File: src/rtl/rr_arb_ctrl_if.sv
// rr_arb_ctrl_if -- request/grant bundle between requesters and rr_arb_ctrl.
//
// Signals:
//   req          N     level request vector (polarity set by the arbiter's ACT)
//   grant        N     registered one-hot grant, all zero when idle
//   grant_valid  1     high while exactly one grant bit is set
//   grant_id     ID_W  binary index of the current (or last) owner
//   handoff      1     one-cycle pulse on a direct owner-to-owner transfer
//
// Modports:
//   master  requester side (drives req, consumes the grant)
//   slave   arbiter side (consumes req, drives the grant)
interface rr_arb_ctrl_if #(
  parameter int N    = 4,
  parameter int ID_W = $clog2(N)
) ();
  logic [N-1:0]    req;
  logic [N-1:0]    grant;
  logic            grant_valid;
  logic [ID_W-1:0] grant_id;
  logic            handoff;

  modport master (
    output req,
    input  grant,
    input  grant_valid,
    input  grant_id,
    input  handoff
  );

  modport slave (
    input  req,
    output grant,
    output grant_valid,
    output grant_id,
    output handoff
  );
endinterface

File: src/rtl/rr_arb_ctrl.sv
// rr_arb_ctrl -- round-robin arbiter sharing one resource between N requesters.
//
// A rotating-priority search picks the winner among the active requests,
// starting at the priority pointer. The grant is registered and held until the
// owner drops its request; the pointer then moves past the released owner so it
// is searched last. A release with other requests pending hands the grant over
// directly (handoff pulse, no idle cycle).
//
// Ports:
//   clk    in   rising-edge clock
//   reset  in   asynchronous, active-high reset
//   arb    slave modport of rr_arb_ctrl_if (req in; grant, grant_valid,
//               grant_id, handoff out)
//
// Parameters:
//   N         number of requesters (>= 2)
//   ID_W      width of grant_id
//   ACT       active level of req (1 = active-high, 0 = active-low)
//   MAX_HOLD  maximum consecutive grant cycles per owner when the hold
//             limit is built in
//
// Build option:
//   RR_ARB_HOLD_LIMIT_EN  when defined, an owner that has held the grant for
//                         MAX_HOLD cycles is pre-empted if anyone else is
//                         requesting. When undefined, an owner holds the
//                         grant indefinitely.
module rr_arb_ctrl #(
  parameter int   N        = 4,
  parameter int   ID_W     = $clog2(N),
  parameter logic ACT      = 1'b1,
  parameter int   MAX_HOLD = 8
) (
  input  logic         clk,
  input  logic         reset,
  rr_arb_ctrl_if.slave arb
);

  if (N < 2 || MAX_HOLD < 1) begin : g_param_check
    $error("rr_arb_ctrl: N must be >= 2 and MAX_HOLD must be >= 1");
  end

  typedef enum logic {IDLE, BUSY} state_t;

  localparam logic [ID_W-1:0] LAST_ID = ID_W'(N - 1);

  // Lowest set bit of {rv, rv} at or above sp, folded back into 0..N-1.
  // The double-width copy makes the circular search a plain priority encode.
  function automatic logic [ID_W-1:0] rr_pick(input logic [N-1:0]    rv,
                                              input logic [ID_W-1:0] sp);
    logic [2*N-1:0]  dbl;
    logic            found;
    logic [ID_W-1:0] w;
    dbl   = {rv, rv};
    found = 1'b0;
    w     = '0;
    for (int j = 0; j < 2 * N; j++) begin
      if (!found && (j >= int'(sp)) && dbl[j]) begin
        found = 1'b1;
        w     = (j >= N) ? ID_W'(j - N) : ID_W'(j);
      end
    end
    return w;
  endfunction

  function automatic logic [N-1:0] onehot(input logic [ID_W-1:0] idx);
    logic [N-1:0] v;
    v      = '0;
    v[idx] = 1'b1;
    return v;
  endfunction

  function automatic logic [ID_W-1:0] next_id(input logic [ID_W-1:0] id);
    return (id == LAST_ID) ? '0 : id + ID_W'(1);
  endfunction

  logic [N-1:0]    r;
  state_t          state_p1, state_n;
  logic [ID_W-1:0] ptr_p1, ptr_n;
  logic [N-1:0]    grant_p1, grant_n;
  logic            vld_p1, vld_n;
  logic [ID_W-1:0] id_p1, id_n;
  logic            handoff_p1, handoff_n;
  logic            any_r, release_c, preempt;
  logic [ID_W-1:0] after_owner, search_ptr, winner;

  // ---- stage 0: normalise requests and search for a winner ----
  assign r           = ACT ? arb.req : ~arb.req;
  assign any_r       = |r;
  assign after_owner = next_id(id_p1);
  assign release_c   = !r[id_p1] || preempt;
  // While busy the only search that matters is the one made on release, which
  // already uses the pointer value the release is about to install.
  assign search_ptr  = (state_p1 == BUSY) ? after_owner : ptr_p1;
  assign winner      = rr_pick(r, search_ptr);

`ifdef RR_ARB_HOLD_LIMIT_EN
  localparam int              HC_W      = $clog2(MAX_HOLD + 1);
  localparam logic [HC_W-1:0] HOLD_LAST = HC_W'(MAX_HOLD - 1);

  function automatic logic [HC_W-1:0] sat_inc(input logic [HC_W-1:0] v);
    return (v >= HOLD_LAST) ? HOLD_LAST : v + HC_W'(1);
  endfunction

  logic [HC_W-1:0] hold_p1, hold_n;

  // Pre-emption only when someone other than the owner is waiting.
  assign preempt = (state_p1 == BUSY) && (hold_p1 == HOLD_LAST) &&
                   (|(r & ~onehot(id_p1)));
  // Counter restarts on every new grant and saturates while the owner keeps it.
  assign hold_n  = (state_p1 == BUSY && state_n == BUSY && !handoff_n) ?
                   sat_inc(hold_p1) : '0;

  always_ff @(posedge clk or posedge reset) begin
    if (reset) hold_p1 <= '0;
    else       hold_p1 <= hold_n;
  end
`else
  assign preempt = 1'b0;
`endif

  always_comb begin
    state_n   = state_p1;
    ptr_n     = ptr_p1;
    grant_n   = grant_p1;
    vld_n     = vld_p1;
    id_n      = id_p1;
    handoff_n = 1'b0;
    case (state_p1)
      IDLE: begin
        if (any_r) begin
          state_n = BUSY;
          grant_n = onehot(winner);
          id_n    = winner;
          vld_n   = 1'b1;
        end
      end
      BUSY: begin
        if (release_c) begin
          ptr_n = after_owner;
          if (any_r) begin
            grant_n   = onehot(winner);
            id_n      = winner;
            handoff_n = 1'b1;
          end else begin
            state_n = IDLE;
            grant_n = '0;
            vld_n   = 1'b0;
          end
        end
      end
      default: state_n = IDLE;
    endcase
  end

  // ---- stage 1: registered grant ----
  always_ff @(posedge clk or posedge reset) begin
    if (reset) begin
      state_p1   <= IDLE;
      ptr_p1     <= '0;
      grant_p1   <= '0;
      vld_p1     <= 1'b0;
      id_p1      <= '0;
      handoff_p1 <= 1'b0;
    end else begin
      state_p1   <= state_n;
      ptr_p1     <= ptr_n;
      grant_p1   <= grant_n;
      vld_p1     <= vld_n;
      id_p1      <= id_n;
      handoff_p1 <= handoff_n;
    end
  end

  assign arb.grant       = grant_p1;
  assign arb.grant_valid = vld_p1;
  assign arb.grant_id    = id_p1;
  assign arb.handoff     = handoff_p1;

endmodule

File: src/flat_wrapper.sv
// flat-port wrapper written by rule: the top's interface ports become plain ports
module rr_arb_ctrl_flat 
#(
  parameter int   N        = 4,
  parameter int   ID_W     = $clog2(N),
  parameter logic ACT      = 1'b1,
  parameter int   MAX_HOLD = 8
)
  (clk, reset, arb_req, arb_grant, arb_grant_valid, arb_grant_id, arb_handoff);
  rr_arb_ctrl_if #(.N(N), .ID_W(ID_W)) arb_i ();
  input  logic clk;
  input  logic reset;
  input wire logic [$bits(arb_i.req)-1:0] arb_req;
  output wire logic [$bits(arb_i.grant)-1:0] arb_grant;
  output wire logic [$bits(arb_i.grant_valid)-1:0] arb_grant_valid;
  output wire logic [$bits(arb_i.grant_id)-1:0] arb_grant_id;
  output wire logic [$bits(arb_i.handoff)-1:0] arb_handoff;
  assign arb_i.req = arb_req;
  assign arb_grant = arb_i.grant;
  assign arb_grant_valid = arb_i.grant_valid;
  assign arb_grant_id = arb_i.grant_id;
  assign arb_handoff = arb_i.handoff;
  rr_arb_ctrl #(.N(N), .ID_W(ID_W), .ACT(ACT), .MAX_HOLD(MAX_HOLD)) u_core (.clk(clk), .reset(reset), .arb(arb_i));
endmodule
File: config.mk
export PLATFORM = sky130hd
export DESIGN_NAME = rr_arb_ctrl_flat
export DESIGN_NICKNAME = d
export VERILOG_FILES = /design/src/rtl/rr_arb_ctrl_if.sv /design/src/rtl/rr_arb_ctrl.sv /design/src/flat_wrapper.sv
export SDC_FILE = /design/constraint.sdc
export NUM_CORES = 1
export LEC_CHECK = 0
export CAP_MARGIN = 40
export CORE_AREA = 2 2 54 56
export DETAILED_ROUTE_END_ITERATION = 6
export DIE_AREA = 0 0 56 58
export HOLD_SLACK_MARGIN = 0.05
export REMOVE_ABC_BUFFERS = 1
export SETUP_SLACK_MARGIN = 0.15
export SYNTH_ARGS = -nofsm -noshare
export SYNTH_HDL_FRONTEND = slang
export SYNTH_SLANG_ARGS = --single-unit
File: constraint.sdc
create_clock -name clk -period 2 [get_ports clk]
set_input_delay 0.4 -clock clk [delete_from_list [all_inputs] [get_ports clk]]
set_output_delay 0.4 -clock clk [all_outputs]
set_load 0.05 [all_outputs]
==> results_tabular.tex <==
\begin{tabular}{lr}
\hline
Metric & Value \\
\hline
\multicolumn{2}{l}{\textbf{Placement}} \\
\quad Final Wtd Congestion & about 0.75 \\
\quad HPWL after detailed placement & 1227 um \\
\quad Placed insts & 118 \\
\quad Number of I/O port buffers & 13 \\
\quad Setup WS pre-CTS & -0.2321 ns \\
\multicolumn{2}{l}{\textbf{Logic synthesis}} \\
\quad Count of unique library cells instantiated by Yosys & 31 \\
\quad Commonest register cell after synthesis & dfrtp\_1 \\
\quad Fraction of the yosys area taken by sequential cells & 43.22\% \\
\quad Number of warnings printed during yosys synthesis & 0 \\
\quad Mapped Avg Cell Area & 10.11 um2 \\
\quad Instance count of the mapped netlist & 63 \\
\quad Yosys top cell area share & 43.22\% \\
\quad Post-Syn Area & $\sim$640 um2 \\
\quad Share of flip-flops with an asynchronous set or reset after synthesis & 100.0\% \\
\quad Number of flip-flops and latches in the synthesized netlist & 11 \\
\quad Post-synthesis cell type with the largest combined area & dfrtp\_1 \\
\quad Synth area leaders & dfrtp\_1 (43\%), nand2\_1 (5.3\%), mux2i\_4 (3.5\%) \\
\quad Count of flip-flops with a built-in enable after synthesis & 0 \\
\multicolumn{2}{l}{\textbf{Cells and area}} \\
\quad Top library cells by usage in the layout, fill and taps aside & buf\_4 (18), dfrtp\_1 (11), nand2\_1 (9) \\
\quad Area Growth Syn to Fin & 55.80\% \\
\quad Commonest non-fill, non-tap cell in the layout & buf\_4 \\
\quad Fraction of the core area covered by cells at the end of the flow & between 30 and 40\% \\
\quad Number of cells in the finished layout apart from fillers & 127 \\
\quad Layout cell share with drive strength beyond 1 & 37.50\% \\
\quad N\_diodes & 0 \\
\quad Final net count & 104 \\
\multicolumn{2}{l}{\textbf{Pwr}} \\
\quad LEAKAGE & roughly 0.00048 uW \\
\quad Worst VDD drop & 517.4 uV \\
\quad P per Cell Area & 1706 nW/um2 \\
\quad Total power after layout & 1693 uW \\
\multicolumn{2}{l}{\textbf{Drt}} \\
\quad Count of routing violations after the opening detailed-route iteration & 12 \\
\quad Final routed DRC violation total & 0 \\
\quad Detailed-route via count & 625 \\
\quad Detail Route Antenna Nets & 0 \\
\quad Total wire length & 1744 um \\
\quad Detailed Routing Iterations Pass 1 & 4 \\
\quad Vias per inst & 4.921 \\
\quad DR WL/cell & 13.73 um \\
\multicolumn{2}{l}{\textbf{Timing}} \\
\quad Remaining max-slew budget at the tightest pin & 66.59\% \\
\quad Max Fclk & 520.6 MHz \\
\quad Setup violation total in the final timing report & 0 \\
\quad Tightest Pin Transition & 0.5003 ns \\
\quad Hold Violations, Final & 0 \\
\quad Max Slew Vio Count & 0 \\
\quad Final Critical Period & 1.921 ns \\
\quad Fraction of the cycle the final worst path needs & 96.04\% \\
\quad RSZ-0062 raised after global routing & true \\
\quad Worst Hold Margin & $\sim$0.4 ns \\
\quad Slack of the critical path & 0.07921 ns \\
\quad Worst-case clock skew & between 0.001 and 0.0015 ns \\
\multicolumn{2}{l}{\textbf{Run}} \\
\quad Max-cap viol count & 0 \\
\multicolumn{2}{l}{\textbf{Global route}} \\
\quad Number of antenna violations at the first check in global routing & 0 \\
\quad Via count of the first global-routing pass & 676 \\
\quad Pin count of the biggest net entering global routing & 12 \\
\quad Leftover overflow at the end of global routing & 0 \\
\quad Total global-route track usage & roughly an eighth \\
\quad Wire length of the first global-routing pass & 3008 um \\
\multicolumn{2}{l}{\textbf{Critical path}} \\
\quad Critical Path Fanout Max & 4 \\
\quad Type of element capturing the critical path & flip-flop \\
\quad Worst setup SP type & flip-flop \\
\quad Worst Setup Path Type & flip-flop to flip-flop \\
\quad Worst Path Arrival & 2.09 ns \\
\quad Data required time of the worst path & 2.17 ns \\
\multicolumn{2}{l}{\textbf{Die}} \\
\quad Horizontal die dimension & 56 um \\
\quad Standard-cell row count & 19 \\
\quad Top-level port count & 14 \\
\quad Starting utilization of the core area & roughly a quarter \\
\quad Full die area & 3248 um2 \\
\quad Placeable core region & 2663 um2 \\
\quad Die boundary height & a little under 60 um \\
\multicolumn{2}{l}{\textbf{Clocking}} \\
\quad CTS H-tree lvls & 1 \\
\quad Clock transition at the registers of the reported paths & around 0.070 ns \\
\quad Clock sink total & 11 \\
\quad Deepest clock path buffer count & 2 \\
\quad TritonCTS buffer count & 3 \\
\quad Skew-Pair Late Insertion Delay & 0.28 ns \\
\quad Root buf cell & clkbuf\_4 \\
\quad Clock tree from TritonCTS & built \\
\multicolumn{2}{l}{\textbf{Min path}} \\
\quad Min-Delay Path Class & primary input to asynchronous set/reset pin \\
\multicolumn{2}{l}{\textbf{Run status}} \\
\quad Outcome & completed \\
\hline
\end{tabular}
==> cells in the mapped netlist (all sizes together) (2+ instances only) <==
master	number
dfrtp	11
nand2	9
inv	5
o21ai	5
nor2	4
nand2b	3
a21oi	2
or3b	2
==> flip-flops by register name (all words and copies together), names as in the netlist <==
register                flops
u_core.arb.grant_valid      1
u_core.arb.grant_id         2
u_core.arb.handoff          1
u_core.ptr_p1               2
u_core.arb.grant            4
u_core.state_p1             1
==> where the power goes <==
part	leakage (uW)	total [uW]	internal (uW)	switching [uW]
Sequential	0.000133	366	314	52.1
Clock	0.0000150	158	77.5	80.5
Combinational	0.000337	1170	527	642
Total	0.000485	1690	919	774
==> logic make-up after synthesis <==
family / Yosys count / synth area share (%)
buffers and inverters: 6 / 4.715
flip-flops: 11 / 43.22
multiplexers: 3 / 8.840
adder cells (fa/ha/maj): 1 / 1.964
AND/OR/NAND/NOR: 23 / 19.84
AO/OA/AOI/OAI: 19 / 21.42
==> worst paths after layout <==
| kind | startpoint | slack [ns] | cells past startpoint | end |
|---|---|---|---|---|
| min in group clk | u_core.ptr_p1[0]$_DFFE_PP0P_ | 0.49 | 2 | u_core.ptr_p1[0]$_DFFE_PP0P_ |
| max | u_core.arb.grant_id[0]$_DFFE_PP0P_ | 0.08 | 6 | u_core.arb.grant[0]$_DFFE_PP0P_ |
| min reg2reg | u_core.ptr_p1[0]$_DFFE_PP0P_ | 0.49 | 2 | u_core.ptr_p1[0]$_DFFE_PP0P_ |
| min | reset | 0.40 | 2 | u_core.arb.grant_valid$_DFFE_PP0P_ |
| max reg2reg | u_core.arb.grant_id[0]$_DFFE_PP0P_ | 0.08 | 6 | u_core.arb.grant[0]$_DFFE_PP0P_ |
| max in group asynchronous | reset | 1.30 | 2 | u_core.arb.grant[1]$_DFFE_PP0P_ |
==> metal layers <==
layer / wire [um] / GRT usage, %
met5: 0 / 0
met4: 62 / 11.56
met3: 88 / 2.679
met2: 845 / 19.33
met1: 747 / 13.63
==> cell type report <==
cell class,count,area (um2)
repair buffers,30,260.3
multi-input cells,46,372.9
clock buffers,4,26.28
fillers,280,1670
flip-flops and latches,11,275.3
well taps,31,38.79
inverters,5,18.77
==> metrics by stage <==
step | instance area [um2] | setup TNS [ns]
after CTS | 954.7 | 0
final | 992.2 | 0
after global placement | 879.6 | -0.5404
after detailed placement | 879.6 | -0.7480
after global routing | 992.2 | 0
after floorplan | 625.6 | -0.6799
==> timing repair <==
action	in CTS	in global routing
resized for setup	8	7
hold buffers	0	0
buffers inserted	4	1
setup endpoints to repair	8	9
pin swaps	7	0
==> critical path: stages (launching register included) <==
cell     delay [ns]
dfrtp_1        0.40
ha_2           0.18
or3b_4         0.41
nand3_4        0.08
a21oi_2        0.06
or3b_4         0.42
a32o_1         0.25
(Power assumes the default switching activity.)
